$ cat src/rtl/sw_event_servicer.sv
// Avalon-MM master that programs the switch PIO irq mask, services its interrupt
// (read edges, clear, read level) and queues {level, edges} events in a FWFT FIFO.
module sw_event_servicer #(
  parameter int WIDTH      = 14,
  parameter int FIFO_DEPTH = 4,
  parameter int DROP_W     = 16
) (
  input  logic                 clk,
  input  logic                 reset,
  input  logic                 pio_irq,
  output logic [1:0]           avm_address,
  output logic                 avm_chipselect,
  output logic                 avm_write_n,
  output logic [31:0]          avm_writedata,
  input  logic [31:0]          avm_readdata,
  input  logic [WIDTH-1:0]     mask_cfg,
  input  logic                 mask_update,
  output logic                 evt_valid,
  input  logic                 evt_ready,
  output logic [2*WIDTH-1:0]   evt_data,
  output logic                 busy,
  output logic [DROP_W-1:0]    drop_count
);

  localparam int PTR_W = $clog2(FIFO_DEPTH);

  typedef enum logic [2:0] {
    IDLE, WR_MASK, RD_EDGE, LAT_EDGE, CLR, RD_LVL, LAT_LVL, PUSH
  } state_t;

  state_t               state, state_nxt;
  logic                 mask_pending;
  logic [WIDTH-1:0]     edges, level;
  logic [2*WIDTH-1:0]   mem [FIFO_DEPTH];
  logic [PTR_W-1:0]     wr_ptr, rd_ptr;
  logic [PTR_W:0]       cnt;
  logic                 full, pop, push_req, push_ok;
  logic                 unused_rd;

  function automatic logic [DROP_W-1:0] sat_inc(input logic [DROP_W-1:0] v);
    return (&v) ? v : v + 1'b1;
  endfunction

  assign unused_rd = ^avm_readdata[31:WIDTH];
  assign busy      = (state != IDLE);

  always_ff @(posedge clk) begin
    if (reset) begin
      state        <= IDLE;
      mask_pending <= 1'b1;
    end else begin
      state <= state_nxt;
      // a pulse landing in WR_MASK keeps the request alive for another write
      if (mask_update)
        mask_pending <= 1'b1;
      else if (state == WR_MASK)
        mask_pending <= 1'b0;
    end
  end

  always_comb begin
    state_nxt      = state;
    avm_chipselect = 1'b0;
    avm_write_n    = 1'b1;
    avm_address    = 2'd0;
    avm_writedata  = '0;
    case (state)
      IDLE: begin
        if (mask_pending)  state_nxt = WR_MASK;
        else if (pio_irq)  state_nxt = RD_EDGE;
      end
      WR_MASK: begin
        avm_chipselect = 1'b1;
        avm_write_n    = 1'b0;
        avm_address    = 2'd2;
        avm_writedata  = {{(32-WIDTH){1'b0}}, mask_cfg};
        state_nxt      = IDLE;
      end
      RD_EDGE: begin
        avm_chipselect = 1'b1;
        avm_address    = 2'd3;
        state_nxt      = LAT_EDGE;
      end
      LAT_EDGE: begin
        avm_address = 2'd3;
        state_nxt   = CLR;
      end
      CLR: begin
        avm_chipselect = 1'b1;
        avm_write_n    = 1'b0;
        avm_address    = 2'd3;
        state_nxt      = (edges == '0) ? IDLE : RD_LVL;
      end
      RD_LVL: begin
        avm_chipselect = 1'b1;
        state_nxt      = LAT_LVL;
      end
      LAT_LVL: state_nxt = PUSH;
      PUSH:    state_nxt = IDLE;
      default: state_nxt = IDLE;
    endcase
  end

  // capture registers: readdata is valid in the cycle after the read strobe
  always_ff @(posedge clk) begin
    if (state == LAT_EDGE) edges <= avm_readdata[WIDTH-1:0];
    if (state == LAT_LVL)  level <= avm_readdata[WIDTH-1:0];
  end

  // event FIFO; a simultaneous pop frees the slot for a push when full
  assign full      = cnt[PTR_W];
  assign evt_valid = (cnt != '0);
  assign evt_data  = mem[rd_ptr];
  assign pop       = evt_valid & evt_ready;
  assign push_req  = (state == PUSH);
  assign push_ok   = push_req & (~full | pop);

  always_ff @(posedge clk) begin
    if (push_ok) mem[wr_ptr] <= {level, edges};
  end

  always_ff @(posedge clk) begin
    if (reset) begin
      wr_ptr     <= '0;
      rd_ptr     <= '0;
      cnt        <= '0;
      drop_count <= '0;
    end else begin
      if (push_ok) wr_ptr <= wr_ptr + 1'b1;
      if (pop)     rd_ptr <= rd_ptr + 1'b1;
      case ({push_ok, pop})
        2'b10:   cnt <= cnt + 1'b1;
        2'b01:   cnt <= cnt - 1'b1;
        default: cnt <= cnt;
      endcase
      if (push_req && !push_ok) drop_count <= sat_inc(drop_count);
    end
  end

endmodule

$ cat config.mk
export PLATFORM = sky130hd
export DESIGN_NAME = sw_event_servicer
export DESIGN_NICKNAME = d
export VERILOG_FILES = /design/src/rtl/sw_event_servicer.sv
export SDC_FILE = /design/constraint.sdc
export NUM_CORES = 1
export LEC_CHECK = 0
export CAP_MARGIN = 10
export CORE_ASPECT_RATIO = 2
export CORE_UTILIZATION = 40
export CTS_CLUSTER_SIZE = 12
export DETAILED_ROUTE_END_ITERATION = 12
export PLACE_DENSITY_LB_ADDON = 0.12
export SYNTH_ARGS = -nofsm -noshare
export SYNTH_HDL_FRONTEND = slang
export SYNTH_SLANG_ARGS = --single-unit
export TNS_END_PERCENT = 100
$ cat constraint.sdc
create_clock -name clk -period 2.3 [get_ports clk]
set_input_delay 0.23 -clock clk [delete_from_list [all_inputs] [get_ports clk]]
set_output_delay 0.23 -clock clk [all_outputs]
set_load 0.02 [all_outputs]
After elaboration in Yosys (flattened, before gate mapping)
Memories as Yosys holds them, arrays and structs flattened. A register that Yosys moved wholly into a read port is not among the register bits.
Index checks and enable logic that the tools add are counted.
{ "totals": {"memories": 1, "inputBits": 51, "out_inout_bits": 82, "mem_bits_rw": 112, "register_bits": 55} }
{ "memory_table": {"columns": ["memory", "depth", "width", "read_ports", "rd_clocked_by_memory_dff", "wr", "line", "rtl"], "rows": [
  ["mem", 4, 28, 1, 1, 1, "34", "logic [2*WIDTH-1:0] mem [FIFO_DEPTH];"]
]} }
{ "op_classes": {"muxes": 13, "n_addsub": 5, "n_reduce_logical": 14, "n_eq_ne": 10, "bitwise_logic": 5} }
{ "op_table": {"columns": ["op", "n"], "rows": [
  ["case mux 3 bit (7 select lines)", 1],
  ["adder 16 x 1 -> 16 bit (second input constant)", 1],
  ["AND reduction 16 bit", 1],
  ["zero test 14 bit", 1],
  ["2-to-1 mux 14 bit", 1],
  ["== test 3 bit (second input constant)", 4],
  ["2-to-1 mux 3 bit", 3],
  ["== test 3 x 2 -> 1 bit (second input constant)", 2],
  ["case mux 3 bit (2 select lines)", 1],
  ["nonzero test 3 bit", 2],
  ["OR reduction 2 bit", 3],
  ["adder 2 x 1 -> 2 bit (second input constant)", 2],
  ["2-to-1 mux 1 bit", 4],
  ["2-to-1 mux 2 bit", 2],
  ["case mux 2 bit (2 select lines)", 1],
  ["OR reduction 4 bit", 1],
  ["adder 3 x 1 -> 3 bit (second input constant)", 1],
  ["== test 3 x 1 -> 1 bit (second input constant)", 1],
  ["zero test 3 bit", 1],
  ["inequality test 3 bit (second input constant)", 1],
  ["OR reduction 3 bit", 1],
  ["subtractor 3 x 1 -> 3 bit (second input constant)", 1],
  ["bitwise AND 1 bit", 2],
  ["== test 2 x 1 -> 1 bit (second input constant)", 1],
  ["7 further kinds", 8]
]} }

Longest topological paths before layout
{ "depth": {"word_depth": 7, "mapped_depth": 11, "mapped_depth_nobuf": 9} }

Worst setup path before layout
Ideal clock, no wire load.
{ "synth_timing": {"kind": "reg2reg", "from": "reg drop_count[0]", "to": "reg drop_count[14]", "required_ns": 2.229, "path_buffers": 1, "path_stages_with_launch": 7, "arrival_time_ns": 2.037, "slack_ns": 0.192, "synth_period_minus_slack_ns": 2.108, "path_cell_list": "dfxtp_1 -> ha_1 -> nand4_1 -> or4_1 -> buf_2 -> or4_1 -> a21oi_1"} }
{ "synth_via": {"elab_chain_cells": 3, "elab_cells_between_ends": 4, "classes_between": "add/sub: 1; bitwise: 1; reduce/logical: 2"} }
{ "synth_lines": {"columns": ["item", "line", "rtl"], "rows": [
  ["start: declaration", "22", "output logic [DROP_W-1:0] drop_count"],
  ["start signal: assignment", "136", "if (push_req && !push_ok) drop_count <= sat_inc(drop_count);"],
  ["branches (longest 3 deep; another with adder 16 x 1 -> 16 bit)", null, null]
]} }
Parallel ways; which one is timed is not known.
A chain may end at the register's enable or synchronous reset.

==> results.cfg <==
[cts]
htree_levels = 4
post_cts_resized = 43
cts_tree = built
cts_sinks = 169
cts_made_buffers = 17
cts_hold_buffers = 0
cts.clk_slew.worst_paths_ns = 0.06
insertion_delay_ns = 0.42
post_cts_buffers = 0
clockBufferDepth = 2
cts_root_buffer = clkbuf_16

[timing]
rsz0062_at_grt = false
hold_viol_final = 0
setup-violations-final = 0
fin_setup_tns_ns = 0
finClkSkew_ns = 0.00873
slew_viol_final = 0
holdWs_ns = 0.388
min_period_ns = 2.18
post-route-period-util = 0.946
fmax_mhz = 460

[place]
hpwlAfterDp_um = 8730
port-buffer-count = 96
placed_area_um2 = 7990
globalplace.congestion = 0.769

[setup_path]
setup.worst_path.end_class = primary output
path_delay_family = buffers and inverters
r2r_cells = 9
worst_path_max_delay_cell = mux4_2
crit_path_start_kind = register
crit_path_max_incr_delay_ns = 0.57
r2r_end = cnt[2]
r2r_start = state[0]
crit_fanout = 28
worst-path-buf-inv = 2
ff2ff_setup_slack_ns = 0.34
path_cells = buf_12, mux4_2, dlygate4sd2_1
required_ns = 2.07
worstPathArrival_ns = 1.95
crit_type = reg -> out

[finish]
final_common_cell = edfxtp_1
area_delta_synth_final_pct = 26.7
fillers = 1391
fin_util = 0.521
layout_common_cells = 140 x edfxtp_1, 54 x clkdlybuf4s50_1, 42 x dlygate4sd2_1, 28 x mux4_2, 27 x dfxtp_1
drive_gt1_frac = 0.166
nets = 575
n_antenna_cell = 0
design_area_um2 = 8470

[route]
drt_drc_violations_left = 0
ant_nets = 0
drt_iter0_drc = 227
via_count = 3662
viasPerCell = 4.99
wl_per_cell_um = 17.9
routed_wl_um = 13200
drtPass1Iterations = 4

[run]
drv_cap = 0

[synthesis]
ys_seq_elements = 169
synth.distinct_cells = 43
syn_area_um2 = 6680
async_flop_share = 0
syn-instance-count = 398
yosysWarningCount = 0
ys.flop_type = edfxtp_1
synth_edf_count = 140
synth-seq-area-share = 0.716
synth.avg_cell_area_um2 = 16.8

[grt]
grt_util_all_layers = 0.165
first_global_vias = 3800
gr-total-overflow = 0
antenna_found_initial = 0
grt_max_degree = 34
grt_first_pass_wirelength_um = 20500

[floorplanning]
die_width_um = 93.4
io_pins = 133
coreArea_um2 = 16300
std_cell_rows = 66
start_util = 0.411
dieArea_um2 = 17300
die_height_um = 185

[power_and_ir_drop]
total_power_mw = 6.29
irDropWorstVdd_mv = 0.606
powerDensity_nw_per_um2 = 743
p_leak_nw = 2.87

[worst_hold_path]
hold_path_depth = 1
hp-start = avm_readdata[13]
hold_path.class = in -> reg
min_to = level[13]

[outcome]
status = complete, no violations
-- report_power, final --
group	leakage, nW	total, mW	internal, mW	switching (mW)
sequential	1.49	3.34	3.32	0.0251
combinational	1.11	0.401	0.181	0.220
clock	0.266	2.55	1.46	1.09
total	2.87	6.29	4.96	1.33
-- synthesized netlist by cell type (all sizes together) (2+ instances only) --
cell type  instances  area, µm²
edfxtp           140       4200
dfxtp             29        581
mux4              28        631
buf               24        170
nor2              21       78.8
and2              18        113
a21oi             15       75.1
clkbuf            11       41.3
inv               10       37.5
nand2              9       33.8
nand3              7       40.0
o21ai              7       35.0
or4                7       52.6
ha                 6       75.1
nor4               6       43.8
o31ai              6       45.0
or3                6       37.5
mux2               5       56.3
nand4              5       31.3
nor2b              5       31.3
xnor2              4       35.0
xor2               4       35.0
and3               3       18.8
nand2b             3       18.8
nor4b              3       26.3
mux2i              2       20.0
-- per-stage QoR --
stage	instances	worst slack, ns
floorplan	415	0.192
global placement	702	0.0448
detailed placement	702	-0.0190
CTS	734	0.0828
global route	734	0.0336
finish	734	0.124
-- registers in the layout, summed over array words and instances (netlist names), named ones only --
name,count
level,14
rd_ptr,2
state,3
drop_count,16
mem,112
edges,14
wr_ptr,2
mask_pending,1
cnt,3
-- layer usage --
metal / vias to the layer above / routed length (µm) / track usage
met4: 0 / 223 / 0.0689
li1: 1729 / - / -
met2: 72 / 7790 / 0.317
met1: 1845 / 4690 / 0.166
met3: 16 / 458 / 0.0374
met5: - / 0 / 0
-- layout make-up --
class                      instances  area, µm²  area share
sequential                       169       4790       0.565
multi-input combinational        201       1710       0.202
timing repair buffer             118       1150       0.136
clock buffer                      23        479      0.0566
tap                              204        255      0.0301
clock inverter                     9       48.8     0.00576
inverter                          10       37.5     0.00443
-- logic make-up after synthesis --
kind of cell	share of synthesized area
other cells	0.000561
buf+inv	0.0373
fa+ha+maj	0.0142
simple gates	0.0852
mux	0.106
compound gates	0.0307
flops	0.716
xor+xnor	0.0105
-- worst max-delay path by stage --
stage	start	to	slack, ns	cells after the start
2_1_floorplan	drop_count[0]	drop_count[14]	0.19	6
3_3_place_gp	evt_ready	cnt[2]	0.04	10
3_5_place_dp	evt_ready	cnt[2]	-0.02	10
4_1_cts	register	evt_data[0]	0.08	3
5_1_grt	state[2]	avm_writedata[12]	0.03	6
6_report	register	evt_data[0]	0.12	3
No activity file was read; power rests on OpenSTA's default activity.
